<file path="src/rtl/coax_frame_tx.sv">
// coax_frame_tx: frame-queuing coax transmitter.
// Host pushes {last,data} words into a DEPTH x 11 FIFO; a start (or auto mode)
// sends the oldest complete frame word by word through coax_tx, then pulses
// done_strobe once the line goes quiet. abort_strobe flushes the queue.
//
// Line format produced by coax_tx: the line idles low. Each word is 11 bit
// times of CLOCKS_PER_BIT cycles: a '1' sync bit, then data[9:0] MSB first.
// active is high for exactly those 11 bit times.
//
// Handshake: coax_tx accepts a word on a cycle where strobe=1 and ready=1;
// ready is low for the whole time a word is on the line, and a strobe while
// not ready is ignored. Host strobes are single-cycle requests with no
// back-pressure; a load is taken only when full=0 and abort_strobe=0.

module coax_tx #(
  parameter int CLOCKS_PER_BIT = 8
) (
  input  logic       clk,
  input  logic       reset,
  input  logic [9:0] data,
  input  logic       strobe,
  output logic       ready,
  output logic       active,
  output logic       tx
);

  localparam int CW = (CLOCKS_PER_BIT > 1) ? $clog2(CLOCKS_PER_BIT) : 1;

  logic [10:0]   shift_q, shift_d;
  logic [3:0]    bit_q, bit_d;
  logic [CW-1:0] cnt_q, cnt_d;
  logic          busy_q, busy_d;

  // Next-state for the serialiser: load when idle, else step bit timing.
  always_comb begin
    shift_d = shift_q;
    bit_d   = bit_q;
    cnt_d   = cnt_q;
    busy_d  = busy_q;
    if (!busy_q) begin
      if (strobe) begin
        shift_d = {1'b1, data};
        bit_d   = 4'd0;
        cnt_d   = '0;
        busy_d  = 1'b1;
      end
    end else if (cnt_q == CW'(CLOCKS_PER_BIT - 1)) begin
      cnt_d   = '0;
      shift_d = {shift_q[9:0], 1'b0};
      if (bit_q == 4'd10) begin
        busy_d = 1'b0;
      end else begin
        bit_d = bit_q + 4'd1;
      end
    end else begin
      cnt_d = cnt_q + CW'(1);
    end
  end

  // Serialiser registers; reset releases the line immediately.
  always_ff @(posedge clk or posedge reset) begin
    if (reset) begin
      shift_q <= '0;
      bit_q   <= '0;
      cnt_q   <= '0;
      busy_q  <= 1'b0;
    end else begin
      shift_q <= shift_d;
      bit_q   <= bit_d;
      cnt_q   <= cnt_d;
      busy_q  <= busy_d;
    end
  end

  assign ready  = !busy_q;
  assign active = busy_q;
  assign tx     = busy_q & shift_q[10];

endmodule

module coax_frame_tx #(
  parameter int CLOCKS_PER_BIT = 8,
  parameter int DEPTH          = 256,
  parameter int AUTO_START     = 0,
  localparam int AW            = $clog2(DEPTH)
) (
  input  logic        clk,
  input  logic        reset,
  input  logic [9:0]  data,
  input  logic        last,
  input  logic        load_strobe,
  input  logic        start_strobe,
  input  logic        abort_strobe,
  output logic        active,
  output logic        tx,
  output logic        empty,
  output logic        full,
  output logic [AW:0] level,
  output logic [AW:0] frames,
  output logic        ready,
  output logic        done_strobe,
  output logic [2:0]  state_dbg
);

  typedef enum logic [2:0] {
    S_IDLE  = 3'd0,
    S_SEND  = 3'd1,
    S_POP   = 3'd2,
    S_DRAIN = 3'd3,
    S_ABORT = 3'd4
  } state_t;

  // ---------------- FIFO ----------------
  logic [10:0]   mem [DEPTH];
  logic [AW-1:0] wr_ptr_q, wr_ptr_d;
  logic [AW-1:0] rd_ptr_q, rd_ptr_d;
  logic [AW:0]   level_q, level_d;
  logic [AW:0]   frames_q, frames_d;
  logic [10:0]   head;
  logic          push, pop;

  state_t state_q, state_d;

  assign head  = mem[rd_ptr_q];
  assign full  = (level_q == (AW+1)'(DEPTH));
  assign empty = (level_q == '0);
  assign level  = level_q;
  assign frames = frames_q;

  // Abort owns the cycle: it drops any load and cancels any pop.
  assign push = load_strobe && !full && !abort_strobe;
  assign pop  = (state_q == S_POP) && !abort_strobe;

  // FIFO pointer, level and complete-frame bookkeeping.
  always_comb begin
    wr_ptr_d = wr_ptr_q;
    rd_ptr_d = rd_ptr_q;
    level_d  = level_q;
    frames_d = frames_q;
    if (abort_strobe) begin
      wr_ptr_d = '0;
      rd_ptr_d = '0;
      level_d  = '0;
      frames_d = '0;
    end else begin
      if (push) wr_ptr_d = wr_ptr_q + AW'(1);
      if (pop)  rd_ptr_d = rd_ptr_q + AW'(1);
      case ({push, pop})
        2'b10:   level_d = level_q + (AW+1)'(1);
        2'b01:   level_d = level_q - (AW+1)'(1);
        default: level_d = level_q;
      endcase
      case ({push && last, pop && head[10]})
        2'b10:   frames_d = frames_q + (AW+1)'(1);
        2'b01:   frames_d = frames_q - (AW+1)'(1);
        default: frames_d = frames_q;
      endcase
    end
  end

  // FIFO control registers.
  always_ff @(posedge clk or posedge reset) begin
    if (reset) begin
      wr_ptr_q <= '0;
      rd_ptr_q <= '0;
      level_q  <= '0;
      frames_q <= '0;
    end else begin
      wr_ptr_q <= wr_ptr_d;
      rd_ptr_q <= rd_ptr_d;
      level_q  <= level_d;
      frames_q <= frames_d;
    end
  end

  // FIFO storage; contents need no reset because level gates every read.
  always_ff @(posedge clk) begin
    if (push) mem[wr_ptr_q] <= {last, data};
  end

  // ---------------- Sequencer ----------------
  logic       coax_strobe_q, coax_strobe_d;
  logic [9:0] coax_data_q, coax_data_d;
  logic       done_q, done_d;
  logic       ready_q, ready_d;
  logic       coax_ready, coax_active;

  // Next-state and registered-output logic for the frame sequencer.
  always_comb begin
    state_d       = state_q;
    coax_strobe_d = 1'b0;
    coax_data_d   = coax_data_q;
    done_d        = 1'b0;
    case (state_q)
      S_IDLE: begin
        if ((start_strobe || (AUTO_START != 0)) && (frames_q != '0)) state_d = S_SEND;
      end
      S_SEND: begin
        if (coax_ready) begin
          coax_strobe_d = 1'b1;
          coax_data_d   = head[9:0];
          state_d       = S_POP;
        end
      end
      S_POP: begin
        state_d = head[10] ? S_DRAIN : S_SEND;
      end
      S_DRAIN: begin
        if (!coax_active) begin
          done_d  = 1'b1;
          state_d = S_IDLE;
        end
      end
      S_ABORT: begin
        if (!coax_active) state_d = S_IDLE;
      end
      default: state_d = S_IDLE;
    endcase
    if (abort_strobe) begin
      coax_strobe_d = 1'b0;
      done_d        = 1'b0;
      state_d       = (state_q == S_IDLE) ? S_IDLE : S_ABORT;
    end
    ready_d = (state_d != S_DRAIN) && (state_d != S_ABORT);
  end

  // Sequencer state and its registered outputs.
  always_ff @(posedge clk or posedge reset) begin
    if (reset) begin
      state_q       <= S_IDLE;
      coax_strobe_q <= 1'b0;
      coax_data_q   <= '0;
      done_q        <= 1'b0;
      ready_q       <= 1'b1;
    end else begin
      state_q       <= state_d;
      coax_strobe_q <= coax_strobe_d;
      coax_data_q   <= coax_data_d;
      done_q        <= done_d;
      ready_q       <= ready_d;
    end
  end

  assign ready       = ready_q;
  assign done_strobe = done_q;
  assign state_dbg   = state_q;

  coax_tx #(
    .CLOCKS_PER_BIT(CLOCKS_PER_BIT)
  ) u_coax_tx (
    .clk    (clk),
    .reset  (reset),
    .data   (coax_data_q),
    .strobe (coax_strobe_q),
    .ready  (coax_ready),
    .active (coax_active),
    .tx     (tx)
  );

  assign active = coax_active;

endmodule

</file>
<file path="config.mk">
export PLATFORM = sky130hd
export DESIGN_NAME = coax_frame_tx
export DESIGN_NICKNAME = d
export VERILOG_FILES = /design/src/rtl/coax_frame_tx.sv
export SDC_FILE = /design/constraint.sdc
export NUM_CORES = 2
export LEC_CHECK = 0
export CAP_MARGIN = 20
export CORE_AREA = 2 2 447 449
export CTS_CLUSTER_SIZE = 30
export DETAILED_ROUTE_END_ITERATION = 10
export DIE_AREA = 0 0 449 451
export MAX_ROUTING_LAYER = met4
export PLACE_DENSITY = 0.77
export SLEW_MARGIN = 40
export SYNTH_ARGS = -nofsm -noshare
export SYNTH_HDL_FRONTEND = slang
export SYNTH_SLANG_ARGS = --single-unit
</file>
<file path="constraint.sdc">
create_clock -name clk -period 4.4 [get_ports clk]
set_input_delay 0.88 -clock clk [delete_from_list [all_inputs] [get_ports clk]]
set_output_delay 0.88 -clock clk [all_outputs]
set_load 0.02 [all_outputs]
</file>
==> out/results.txt <==
IO buf count -> 42
R2r endpoint -> frames[8]
Drc violations -> 0
Clk sink count -> 2,885
Die Y -> 451 um
Max-slew violation count -> 0
Failing checks -> setup timing
Synth area leader -> edfxtp_1
PnR worst setup slack -> -0.180 ns
Crit path DAT -> 5.36 ns
Syn_nets -> 4,866
RSZ-0062 raised after global routing -> yes
Critical R2R Launch -> rd_ptr_q[0]
Yosys reg bits -> 2,885
Number of antenna violations at the first check in global routing -> 7
GR peak layer -> met2
Top cell type's share of synthesized area -> 75.6%
Layout Skew -> 0.0564 ns
Crit Path Class -> flip-flop to flip-flop
Seq/Total Area, Yosys -> 77.1%
Die area -> 202,000 um2
Placer Congestion -> 0.869
Placed instance count -> 7,711
Number of flops mapped to enable cells by yosys -> 2,816
Main area contributors after synthesis -> edfxtp_1 76%, mux4_2 18%, dfrtp_1 1.5%, nor2_1 1.3%, clkbuf_1 0.49%
Hold crit path type -> input port to flip-flop
Clock transition at the registers of the reported paths -> 0.06 ns
Pwr Density -> 439 nW/um2
Total of max-cap violations -> 0
Routed wire length -> 297,000 um
Crit Path Max Fanout -> 12
H-tree depth -> 5
First-pass GRT wire length -> 417,000 um
Fillers -> 12,112
CTS tree -> yes
Number of global-route vias before repair -> 56,780
# rows -> 164
M1 GR Usage -> 40.3%
Initial core utilization -> 56.4%
Critical Path Start Type -> flip-flop
Via Count -> 56,663
Slew at the pin with the worst max-slew slack -> 0.944 ns
Hold Path Stages -> 1
Pleak -> 39.5 nW
Area growth from synthesis to layout -> 14.4%
Top_reg_cell synth -> edfxtp_1
Count leader, synth -> edfxtp_1
Hold path start -> data[1]
Vias/cell -> 6.86
Die W -> 449 um
Reg-to-reg slack, setup -> -0.18 ns
VDD IR max -> 0.000380 V
Fraction of registers with async set/reset -> 2.39%
Met3 Use GR -> 5.42%
Clk root buf -> clkbuf_16
Core area -> 198,000 um2
HPWL Detailed -> 161,000 um
Syn Area/Cell -> 23.2 um2
Pin count of the biggest net entering global routing -> 170
CP required -> 5.18 ns
Setup-failing EPs final -> 2
Placed Area -> 118,000 um2
Max_slew headroom -> 37.1%
Share of layout cells above drive strength 1 -> 32.7%
Fin crit period -> 4.58 ns
Synth Warn # -> 0
Antenna viol nets, final -> 0
Reg area -> 86,300 um2
Reg2Reg Depth -> 20
Worst-case clock buffer depth -> 4
Worst-Skew Late Latency -> 0.94 ns
Tot GR Track Use -> 29.7%
Max Clock Freq -> 218 MHz
Top-Level Pins -> 43
CP Capture Type -> flip-flop
Area of the multi-input gates -> 24,400 um2
Final cell count without fillers -> 8,258
Status -> finished with violations
Initial detailed-routing violation count -> 9,029
Drt pass-1 iters -> 8
Cell area after synthesis -> 112,000 um2
Post-Synthesis Cells -> 4,825
Final hold vios -> 0
Avg WL per Cell -> 35.9 um
Net count reported at finish -> 5,429
Period utilization -> 104%
Post-synth top cells -> 2,816 x edfxtp_1, 905 x mux4_2, 376 x nor2_1
Final instance area -> 128,000 um2
Grt met2 use -> 45.9%
Gr ovfl total -> 0
Hold Path Sink -> mem[104][1]
Inserted Clock Buffers -> 291
Synth cell types -> 60
[flip-flops by register name, indices dropped and copies added, names as in the netlist]
| signal | cells |
|---|---|
| coax_data_q | 10 |
| coax_strobe_q | 1 |
| done_strobe | 1 |
| frames | 9 |
| level | 9 |
| mem | 2816 |
| rd_ptr_q | 8 |
| ready | 1 |
| state_dbg | 3 |
| u_coax_tx.active | 1 |
| u_coax_tx.bit_q | 4 |
| u_coax_tx.cnt_q | 3 |
| u_coax_tx.shift_q | 11 |
| wr_ptr_q | 8 |
[cell type report]
cell class	count	area share, %
flip-flops and latches	2885	67.4
inverters	16	0.0489
clock inverters	127	0.844
clock buffers	369	6.13
repair buffers	538	3.83
well taps	2656	2.60
diodes	11	0.0215
multi-input cells	1656	19.1
[how the worst max path moves through the flow]
stage | from | end | slack (ns) | cells after the start
floorplan | rd_ptr_q[2] | frames[8] | 0.12 | 17
global placement | rd_ptr_q[1] | frames[8] | -0.32 | 18
detailed placement | rd_ptr_q[1] | frames[8] | -0.25 | 19
CTS | rd_ptr_q[0] | frames[8] | 0.004 | 19
global route | rd_ptr_q[0] | frames[8] | -0.33 | 19
finish | rd_ptr_q[0] | frames[8] | -0.18 | 20
[what timing repair did]
action                                  in CTS  in global routing
hold buffers                                 0                  0
pin swaps                                    4                 23
cloned                                       0                  2
buffers inserted                            15                 18
resized for setup                           11                 25
endpoints found under the setup margin       3                 19
[cells by family (layout without fill, tap and decap cells)]
group / Yosys count / in the layout / share of synthesized area [%]
and+or+nand+nor: 546 / 546 / 2.02
muxes: 935 / 935 / 18.5
adders and majority gates: 25 / 25 / 0.293
other: 0 / 11 / 0
xor gates and xnor gates: 27 / 27 / 0.211
DFF: 2885 / 2885 / 77.1
buffers and inverters: 284 / 1050 / 1.13
AOI/OAI and AO/OA: 123 / 123 / 0.729
[layout by cell type, fill, tap and decap left out, drive strengths merged, types with 19 or more instances in the layout]
| master | synthesis | final |
|---|---|---|
| o21ai | 26 | 26 |
| nand3 | 25 | 25 |
| nor2 | 376 | 376 |
| a21oi | 32 | 32 |
| clkdlybuf4s50 | 0 | 30 |
| ha | 23 | 23 |
| dfrtp | 68 | 68 |
| clkbuf | 146 | 379 |
| inv | 15 | 20 |
| clkinv | 1 | 97 |
| mux2i | 28 | 28 |
| buf | 122 | 498 |
| mux4 | 905 | 905 |
| bufinv | 0 | 19 |
| edfxtp | 2816 | 2816 |
| nand2 | 80 | 80 |
[metrics by stage]
stage | hold slack, ns | power, W | util (%) | setup TNS, ns | setup WS, ns
2_1_floorplan | 0.450 | 0.0319 | - | 0 | 0.121
3_3_place_gp | 0.461 | 0.0327 | 59.7 | -0.317 | -0.316
3_5_place_dp | 0.475 | 0.0328 | 59.7 | -0.402 | -0.249
4_1_cts | 0.370 | 0.0563 | 64.3 | 0 | 0.00423
5_1_grt | 0.314 | 0.0574 | 64.6 | -0.547 | -0.333
6_report | 0.322 | 0.0562 | 64.6 | -0.213 | -0.180
[routing by layer]
layer  part of all wire [%]  vias up
li1                       -    21535
met1                     34    29769
met5                      0        -
met2                     49     4620
met4                    4.5        0
met3                     12      739
[power by group]
part	switching (W)	internal, W
registers	0.000139	0.0303
logic	0.00117	0.000748
clock network	0.0102	0.0137
total	0.0115	0.0447
[critical path, stage by stage, from the launching register on]
cell and delay [ns]:
dfrtp_4 0.53, buf_12 0.18, mux4_2 0.52, a22oi_1 0.28, a21oi_2 0.12, buf_4 0.15
a211o_1 0.35, o21a_4 0.18, nand4_1 0.13, buf_4 0.14, nor2_4 0.05, fa_2 0.37
a21o_1 0.22, a21oi_2 0.18, o21bai_1 0.13, a21oi_2 0.20, o21a_1 0.22, buf_6 0.12
nor4_1 0.04, a41oi_1 0.19, nand4_1 0.11
(Power assumes the default switching activity.)
